### src/rtl/instr_queue_if.sv
// Fetch-to-decode instruction queue bus: two fetch slots in, two head entries out.
interface instr_queue_if #(
  parameter int DEPTH = 8
);
  localparam int CW = $clog2(DEPTH) + 1;

  logic          valid_f_0;
  logic          valid_f_1;
  logic [31:0]   instr_f_0;
  logic [31:0]   instr_f_1;
  logic [31:0]   pc_f_0;
  logic [31:0]   pc_f_1;
  logic          flush_d;
  logic [1:0]    take_d;
  logic          stall_f;
  logic          valid_d_0;
  logic          valid_d_1;
  logic [31:0]   instr_d_0;
  logic [31:0]   instr_d_1;
  logic [31:0]   pc_d_0;
  logic [31:0]   pc_d_1;
  logic [CW-1:0] count_q;

  modport master (
    output valid_f_0, valid_f_1, instr_f_0, instr_f_1, pc_f_0, pc_f_1,
    output flush_d, take_d,
    input  stall_f, valid_d_0, valid_d_1, instr_d_0, instr_d_1,
    input  pc_d_0, pc_d_1, count_q
  );

  modport slave (
    input  valid_f_0, valid_f_1, instr_f_0, instr_f_1, pc_f_0, pc_f_1,
    input  flush_d, take_d,
    output stall_f, valid_d_0, valid_d_1, instr_d_0, instr_d_1,
    output pc_d_0, pc_d_1, count_q
  );
endinterface

### src/rtl/instr_queue.sv
// Dual-issue instruction queue: circular buffer accepting up to two fetched
// instructions and presenting up to two head entries to decode each cycle.
module instr_queue #(
  parameter int DEPTH = 8
) (
  input  logic         clk,
  input  logic         reset,
  instr_queue_if.slave q
);
  localparam int AW = $clog2(DEPTH);
  localparam int CW = AW + 1;

  logic [31:0]   instr_mem [DEPTH];
  logic [31:0]   pc_mem    [DEPTH];
  logic [AW-1:0] rd_ptr;
  logic [AW-1:0] wr_ptr;
  logic [CW-1:0] count;

  logic          accept;
  logic [CW-1:0] push_n;
  logic [CW-1:0] pop_n;
  logic [AW-1:0] wr_ptr_1;
  logic [AW-1:0] rd_ptr_1;

  // Pops are the requested take (3 clamps to 2), never more than what is held.
  function automatic logic [CW-1:0] sat_pop(input logic [1:0] take,
                                            input logic [CW-1:0] cnt);
    logic [CW-1:0] req;
    req = (take == 2'd3) ? CW'(2) : CW'(take);
    return (req > cnt) ? cnt : req;
  endfunction

  assign q.stall_f = (count > CW'(DEPTH - 2));
  assign accept    = !q.stall_f && !q.flush_d;
  assign push_n    = (accept && q.valid_f_0) ? (q.valid_f_1 ? CW'(2) : CW'(1)) : '0;
  assign pop_n     = sat_pop(q.take_d, count);
  assign wr_ptr_1  = wr_ptr + AW'(1);
  assign rd_ptr_1  = rd_ptr + AW'(1);

  // Control state: pointers and occupancy
  always_ff @(posedge clk or posedge reset) begin
    if (reset) begin
      rd_ptr <= '0;
      wr_ptr <= '0;
      count  <= '0;
    end else if (q.flush_d) begin
      rd_ptr <= '0;
      wr_ptr <= '0;
      count  <= '0;
    end else begin
      rd_ptr <= rd_ptr + AW'(pop_n);
      wr_ptr <= wr_ptr + AW'(push_n);
      count  <= count + push_n - pop_n;
    end
  end

  // Storage: no reset, outputs are masked by occupancy
  always_ff @(posedge clk) begin
    if (accept && q.valid_f_0) begin
      instr_mem[wr_ptr] <= q.instr_f_0;
      pc_mem[wr_ptr]    <= q.pc_f_0;
      if (q.valid_f_1) begin
        instr_mem[wr_ptr_1] <= q.instr_f_1;
        pc_mem[wr_ptr_1]    <= q.pc_f_1;
      end
    end
  end

  assign q.valid_d_0 = (count >= CW'(1));
  assign q.valid_d_1 = (count >= CW'(2));
  assign q.instr_d_0 = q.valid_d_0 ? instr_mem[rd_ptr]   : '0;
  assign q.pc_d_0    = q.valid_d_0 ? pc_mem[rd_ptr]      : '0;
  assign q.instr_d_1 = q.valid_d_1 ? instr_mem[rd_ptr_1] : '0;
  assign q.pc_d_1    = q.valid_d_1 ? pc_mem[rd_ptr_1]    : '0;
  assign q.count_q   = count;
endmodule
### src/flat_wrapper.sv
// flat-port wrapper written by rule: the top's interface ports become plain ports
module instr_queue_flat 
#(
  parameter int DEPTH = 8
)
  (clk, reset, q_valid_f_0, q_valid_f_1, q_instr_f_0, q_instr_f_1, q_pc_f_0, q_pc_f_1, q_flush_d, q_take_d, q_stall_f, q_valid_d_0, q_valid_d_1, q_instr_d_0, q_instr_d_1, q_pc_d_0, q_pc_d_1, q_count_q);
  instr_queue_if #(.DEPTH(DEPTH)) q_i ();
  input  logic clk;
  input  logic reset;
  input wire logic [$bits(q_i.valid_f_0)-1:0] q_valid_f_0;
  input wire logic [$bits(q_i.valid_f_1)-1:0] q_valid_f_1;
  input wire logic [$bits(q_i.instr_f_0)-1:0] q_instr_f_0;
  input wire logic [$bits(q_i.instr_f_1)-1:0] q_instr_f_1;
  input wire logic [$bits(q_i.pc_f_0)-1:0] q_pc_f_0;
  input wire logic [$bits(q_i.pc_f_1)-1:0] q_pc_f_1;
  input wire logic [$bits(q_i.flush_d)-1:0] q_flush_d;
  input wire logic [$bits(q_i.take_d)-1:0] q_take_d;
  output wire logic [$bits(q_i.stall_f)-1:0] q_stall_f;
  output wire logic [$bits(q_i.valid_d_0)-1:0] q_valid_d_0;
  output wire logic [$bits(q_i.valid_d_1)-1:0] q_valid_d_1;
  output wire logic [$bits(q_i.instr_d_0)-1:0] q_instr_d_0;
  output wire logic [$bits(q_i.instr_d_1)-1:0] q_instr_d_1;
  output wire logic [$bits(q_i.pc_d_0)-1:0] q_pc_d_0;
  output wire logic [$bits(q_i.pc_d_1)-1:0] q_pc_d_1;
  output wire logic [$bits(q_i.count_q)-1:0] q_count_q;
  assign q_i.valid_f_0 = q_valid_f_0;
  assign q_i.valid_f_1 = q_valid_f_1;
  assign q_i.instr_f_0 = q_instr_f_0;
  assign q_i.instr_f_1 = q_instr_f_1;
  assign q_i.pc_f_0 = q_pc_f_0;
  assign q_i.pc_f_1 = q_pc_f_1;
  assign q_i.flush_d = q_flush_d;
  assign q_i.take_d = q_take_d;
  assign q_stall_f = q_i.stall_f;
  assign q_valid_d_0 = q_i.valid_d_0;
  assign q_valid_d_1 = q_i.valid_d_1;
  assign q_instr_d_0 = q_i.instr_d_0;
  assign q_instr_d_1 = q_i.instr_d_1;
  assign q_pc_d_0 = q_i.pc_d_0;
  assign q_pc_d_1 = q_i.pc_d_1;
  assign q_count_q = q_i.count_q;
  instr_queue #(.DEPTH(DEPTH)) u_core (.clk(clk), .reset(reset), .q(q_i));
endmodule
### config.mk
export PLATFORM = sky130hd
export DESIGN_NAME = instr_queue_flat
export DESIGN_NICKNAME = d
export VERILOG_FILES = /design/src/rtl/instr_queue_if.sv /design/src/rtl/instr_queue.sv /design/src/flat_wrapper.sv
export SDC_FILE = /design/constraint.sdc
export NUM_CORES = 1
export LEC_CHECK = 0
export CAP_MARGIN = 20
export CORE_AREA = 8 8 238 240
export DETAILED_ROUTE_END_ITERATION = 12
export DIE_AREA = 0 0 246 248
export PLACE_DENSITY_LB_ADDON = 0.3
export REMOVE_ABC_BUFFERS = 1
export SETUP_SLACK_MARGIN = 0.1
export SLEW_MARGIN = 20
export SYNTH_ARGS = -nofsm -noshare
export SYNTH_HDL_FRONTEND = slang
export SYNTH_SLANG_ARGS = --single-unit
### constraint.sdc
create_clock -name clk -period 6.2 [get_ports clk]
set_input_delay 1.86 -clock clk [delete_from_list [all_inputs] [get_ports clk]]
set_output_delay 1.86 -clock clk [all_outputs]
set_load 0.02 [all_outputs]
=== After elaboration in Yosys (flattened, before gate mapping) ===
Memories as Yosys holds them, arrays and structs flattened.
Cells that the tools add are included.

* Bits in registers: 10
* RAM bits: 512
* Bits of input ports: 135
* Output and inout bits: 135
* Word-level logic and storage cells: 36
* Memories: 2

{| class="wikitable"
|+ Memory list
! name !! depth !! bits a word !! read ports !! clocked after memory_dff !! write ports !! line !! source
|-
| u_core.instr_mem || 8 || 32 || 2 || 0 || 2 || instr_queue.sv:13 || <nowiki>logic [31:0] instr_mem [DEPTH];</nowiki>
|-
| u_core.pc_mem || 8 || 32 || 2 || 0 || 2 || instr_queue.sv:14 || <nowiki>logic [31:0] pc_mem [DEPTH];</nowiki>
|}

* $add $sub $neg: 6
* Order comparisons: 4
* Eq/ne operators: 1
* Mux-type cells: 16
* Reduce and logical (&&, ||, !) cells: 4

{| class="wikitable"
|+ Operator list
! cell !! count
|-
| $mux W32 || 4
|-
| $mux W4 || 3
|-
| $add A3 B1 Y3 const B || 2
|-
| $add A3 B3 Y3 || 2
|-
| $mux W3 || 2
|-
| $mux W1 || 5
|-
| $add A4 B4 Y4 || 1
|-
| $ge A4 B1 Y1 const B || 1
|-
| $ge A4 B2 Y1 const B || 1
|-
| $gt A4 B3 Y1 const B || 1
|-
| $gt A4 B4 Y1 || 1
|-
| $mux W2 || 2
|-
| $sub A4 B4 Y4 || 1
|-
| $eq A2 B2 Y1 const B || 1
|-
| $logic_and A1 B1 Y1 || 2
|-
| $logic_not A1 Y1 || 2
|}

=== Logic depth before layout (Yosys ltp) ===
* Depth after elaboration: 8
* Depth in mapped cells: 13
* Mapped depth without buffers: 13

=== Worst setup path before layout ===
No wires, ideal clock.

* Kind: input port to flip-flop
* From: in q_valid_f_0
* To: mem u_core.instr_mem[1][0], enable pin
* Setup time: 0.507 ns
* Arrival time: 5.467 ns
* Data required time: 5.693 ns
* Setup slack: 0.226 ns
* Cell stages on the path: 4
* Buffers on the path: 1
* Path through: nor2b_1 nand3_1 buf_2 a21oi_1

{| class="wikitable"
|+ RTL lines
! item !! line !! source
|-
| start: declaration || flat_wrapper.sv:10 || <nowiki>input wire logic [$bits(q_i.valid_f_0)-1:0] q_valid_f_0;</nowiki>
|-
| end: declaration || instr_queue.sv:13 ||
|}

=== Final worst setup path ===
* From: reg u_core.rd_ptr[0]
* To: out q_instr_d_1[24]

* Word-level cells in the longest chain between the ends: 3

{| class="wikitable"
|+ RTL lines
! item !! line !! source
|-
| start: declaration || instr_queue.sv:15 || <nowiki>logic [AW-1:0] rd_ptr;</nowiki>
|-
| start signal: assignment || instr_queue.sv:51 || <nowiki>rd_ptr <= rd_ptr + AW'(pop_n);</nowiki>
|-
| $add A3 B1 Y3 || instr_queue.sv:38 || <nowiki>assign rd_ptr_1 = rd_ptr + AW'(1);</nowiki>
|-
| $mem_v2 Z8 W32 || n/a ||
|-
| $mux W32 || instr_queue.sv:73 || <nowiki>assign q.instr_d_1 = q.valid_d_1 ? instr_mem[rd_ptr_1] : '0;</nowiki>
|-
| end: declaration || flat_wrapper.sv:22 || <nowiki>output wire logic [$bits(q_i.instr_d_1)-1:0] q_instr_d_1;</nowiki>
|}

Every way passes these cells.

==> impl_metrics.json <==
{
  "outcome": "complete, no violations",
  "grt_pass1_vias": 22750,
  "min_path_type": "reg -> reg",
  "grt_remaining_overflow": 0,
  "post-place-ws_ns": 0.5758,
  "reg2reg_to": "u_core.pc_mem[4][11]$_DFFE_PP_",
  "crit_cells": 7,
  "synthArstFlopShare_pct": 1.916,
  "worst_pin_slew_ns": 1.285,
  "gp_congestion": 0.8275,
  "ys_seq_elements": 522,
  "dieArea_mm2": 0.06101,
  "met3_usage_pct": 6.144,
  "cap_violations": 0,
  "hold_viol_final": 0,
  "grt_antenna_before_repair": 12,
  "synth.avg_cell_area_um2": 13.76,
  "ys_seq_area_share_pct": 50.63,
  "wl_mm": 94.56,
  "ctsLongestPathBuffers": 3,
  "synth_cell_types": 41,
  "clock_skew_ns": 0.02035,
  "fin_crit_ns": 6.005,
  "cp.arrival_ns": 4.14,
  "grtUsageMet1_pct": 38.24,
  "die_h_um": 248,
  "root_buffer": "clkbuf_16",
  "dp_hpwl_mm": 53.33,
  "crit_path_cell_trace": "ha_4 > xor2_1 > nand2_4 > buf_4 > o22ai_1 > a2111oi_0 > clkdlybuf4s50_1",
  "grt_use_total_pct": 29.73,
  "ir_drop_uv": 485.3,
  "area_growth_pct": 17.51,
  "cp-end-kind": "output port",
  "r2r_setup_slack_ns": 2.80,
  "busiest_layer": "met2",
  "powerDensity_mw_per_mm2": 444.2,
  "layout_setup_ws_ns": 0.1955,
  "hold_ws_ns": 0.8203,
  "avgViaCountPerCell": 6.884,
  "p_leak_nw": 11.98,
  "htreeDepth": 2,
  "totalPowerFinal_w": 0.01611,
  "fin_setup_tns_ns": 0,
  "utilization_pct": 68.33,
  "clk_pin_slew_ns": 0.06,
  "cts.sinks": 522,
  "yosysMostFrequentCell": "mux2_2",
  "synth_common_cells": "mux2_2, edfxtp_1, mux2i_1",
  "synthTopCellsByArea": "edfxtp_1, mux2_2, mux2i_1",
  "core_area_mm2": 0.05307,
  "drt_pass1_iterations": 7,
  "ant_nets": 0,
  "rows": 85,
  "drt_iter0_markers": 2255,
  "ys_warn_count": 0,
  "period_share_pct": 96.85,
  "syn-cell-area_mm2": 0.03086,
  "synthFlopType": "edfxtp_1",
  "fill_cells": 3662,
  "vias": 22083,
  "drt-wirelength-per-cell_um": 29.47,
  "die_w_um": 246,
  "cts_buffers": 54,
  "cp.buffers_inverters": 2,
  "synth.top_cell.area_share_pct": 49.82,
  "crit_start": "u_core.rd_ptr[0]$_DFF_PP0_",
  "crit_type": "reg -> out",
  "floorplan.initialDensity_pct": 58.15,
  "worst_path_largest_cell_delay_ns": 0.74,
  "relSlewSlack_pct": 14.33,
  "grt_max_degree": 146,
  "crit_path_start_kind": "register",
  "rsz0062_at_grt": "true",
  "io_pins": 270,
  "synth_edf_count": 512,
  "r2r_cells": 6,
  "setup_viol": 0,
  "met2_usage_pct": 49.16,
  "crit_slowest_cell": "clkdlybuf4s50_1",
  "drv_slew": 0,
  "max_freq_mhz": 166.5,
  "cp-endpoint": "q_instr_d_1[24]",
  "critical_path_required_ns": 4.34,
  "cp_max_fo": 41,
  "portBuffers": 269,
  "drive_gt1_share_pct": 31.29,
  "synth_cells": 2243,
  "grt_pass1_wl_mm": 138.0,
  "r2r_start": "u_core.wr_ptr[0]$_DFF_PP0_",
  "cp_top_family": "buffers and inverters",
  "hold_buffers": 0,
  "cts_tree": "yes",
  "drc": 0,
  "insertion_delay_ns": 0.61,
  "synth_top_area_cell": "edfxtp_1",
  "nets": 2614
}
where the power goes:
group / total [W] / switching, W / internal (W)
combinational: 0.00894 / 0.00517 / 0.00377
sequential: 0.00413 / 0.0000973 / 0.00403
clock: 0.00304 / 0.00137 / 0.00167
total: 0.0161 / 0.00664 / 0.00947
worst register-to-register path, delay by kind of cell, from the launching register on:
family	cells	cell delay, ns
xor+xnor	1	0.14
flops	1	0.77
simple gates	2	1.05
fa+ha+maj	1	0.32
mux	1	0.36
buf+inv	1	0.53
per-layer routing:
layer  share of wire (%)  up-vias
li1                    -     9454
met1                  39    11157
met2                  48     1245
met3                  10      219
met4                 2.9        8
met5               0.073        -
final cells by class:
cell class,instances,area [um2],share of cell area (%)
clock inverters,31,198.9,0.5486
diodes,10,25.02,0.06900
clock buffers,65,1393,3.840
repair buffers,354,3556,9.805
flip-flops and latches,522,15630,43.10
inverters,13,48.80,0.1346
multi-input cells,1517,14540,40.10
well taps,696,870.8,2.401
cells by family after synthesis:
| family | Yosys count | share of synthesized area (%) |
|---|---|---|
| AO/OA/AOI/OAI | 337 | 8.372 |
| XOR/XNOR | 8 | 0.2270 |
| adder cells (fa/ha/maj) | 17 | 0.7865 |
| buffers and inverters | 204 | 2.846 |
| flip-flops | 522 | 50.63 |
| multiplexers | 961 | 33.76 |
| AND/OR/NAND/NOR | 194 | 3.377 |
cell usage in the layout (no fill, tap or decap), types with 5 or more instances in the layout:
cell type and count:
a2111oi_0 62, a211oi_1 64, a21oi_4 5, a221oi_1 64, a22oi_1 64, buf_12 18, buf_4 67, clkbuf_1 11
clkbuf_16 54, clkdlybuf4s50_1 269, clkinv_1 19, clkinv_2 7, dfrtp_1 9, diode_2 10, edfxtp_1 512, ha_1 12
inv_1 13, mux2_1 36, mux2_2 604, mux2i_1 321, nand2_1 73, nor2_1 8, nor2b_1 71, o22ai_1 64
sequential cells by signal, summed over array words and instances (netlist names):
| register | cells |
|---|---|
| u_core.instr_mem | 256 |
| u_core.pc_mem | 256 |
| u_core.q.count_q | 4 |
| u_core.rd_ptr | 3 |
| u_core.wr_ptr | 3 |
timing repair:
action,in CTS,in global routing
setup buffers,1,0
pin swaps,1,0
setup endpoints to repair,9,4
resized for setup,0,2
worst min path at each step:
stage / startpoint / endpoint / depth (start not counted)
floorplan: u_core.rd_ptr[2]$_DFF_PP0_ / u_core.rd_ptr[2]$_DFF_PP0_ / 3
global placement: u_core.q.count_q[2]$_DFF_PP0_ / u_core.rd_ptr[2]$_DFF_PP0_ / 3
detailed placement: u_core.q.count_q[2]$_DFF_PP0_ / u_core.rd_ptr[2]$_DFF_PP0_ / 3
CTS: u_core.wr_ptr[2]$_DFF_PP0_ / u_core.wr_ptr[2]$_DFF_PP0_ / 2
global route: u_core.q.count_q[2]$_DFF_PP0_ / u_core.rd_ptr[2]$_DFF_PP0_ / 3
finish: u_core.q.count_q[2]$_DFF_PP0_ / u_core.rd_ptr[2]$_DFF_PP0_ / 3
through the flow:
stage          cell area [um2]  std cells
3_5_place_dp             34630       3101
6_report                 36260       3208
5_1_grt                  36260       3205
3_3_place_gp             34630       3101
2_1_floorplan            30030       2052
4_1_cts                  36240       3198
Power figures use the tool's default switching activity.
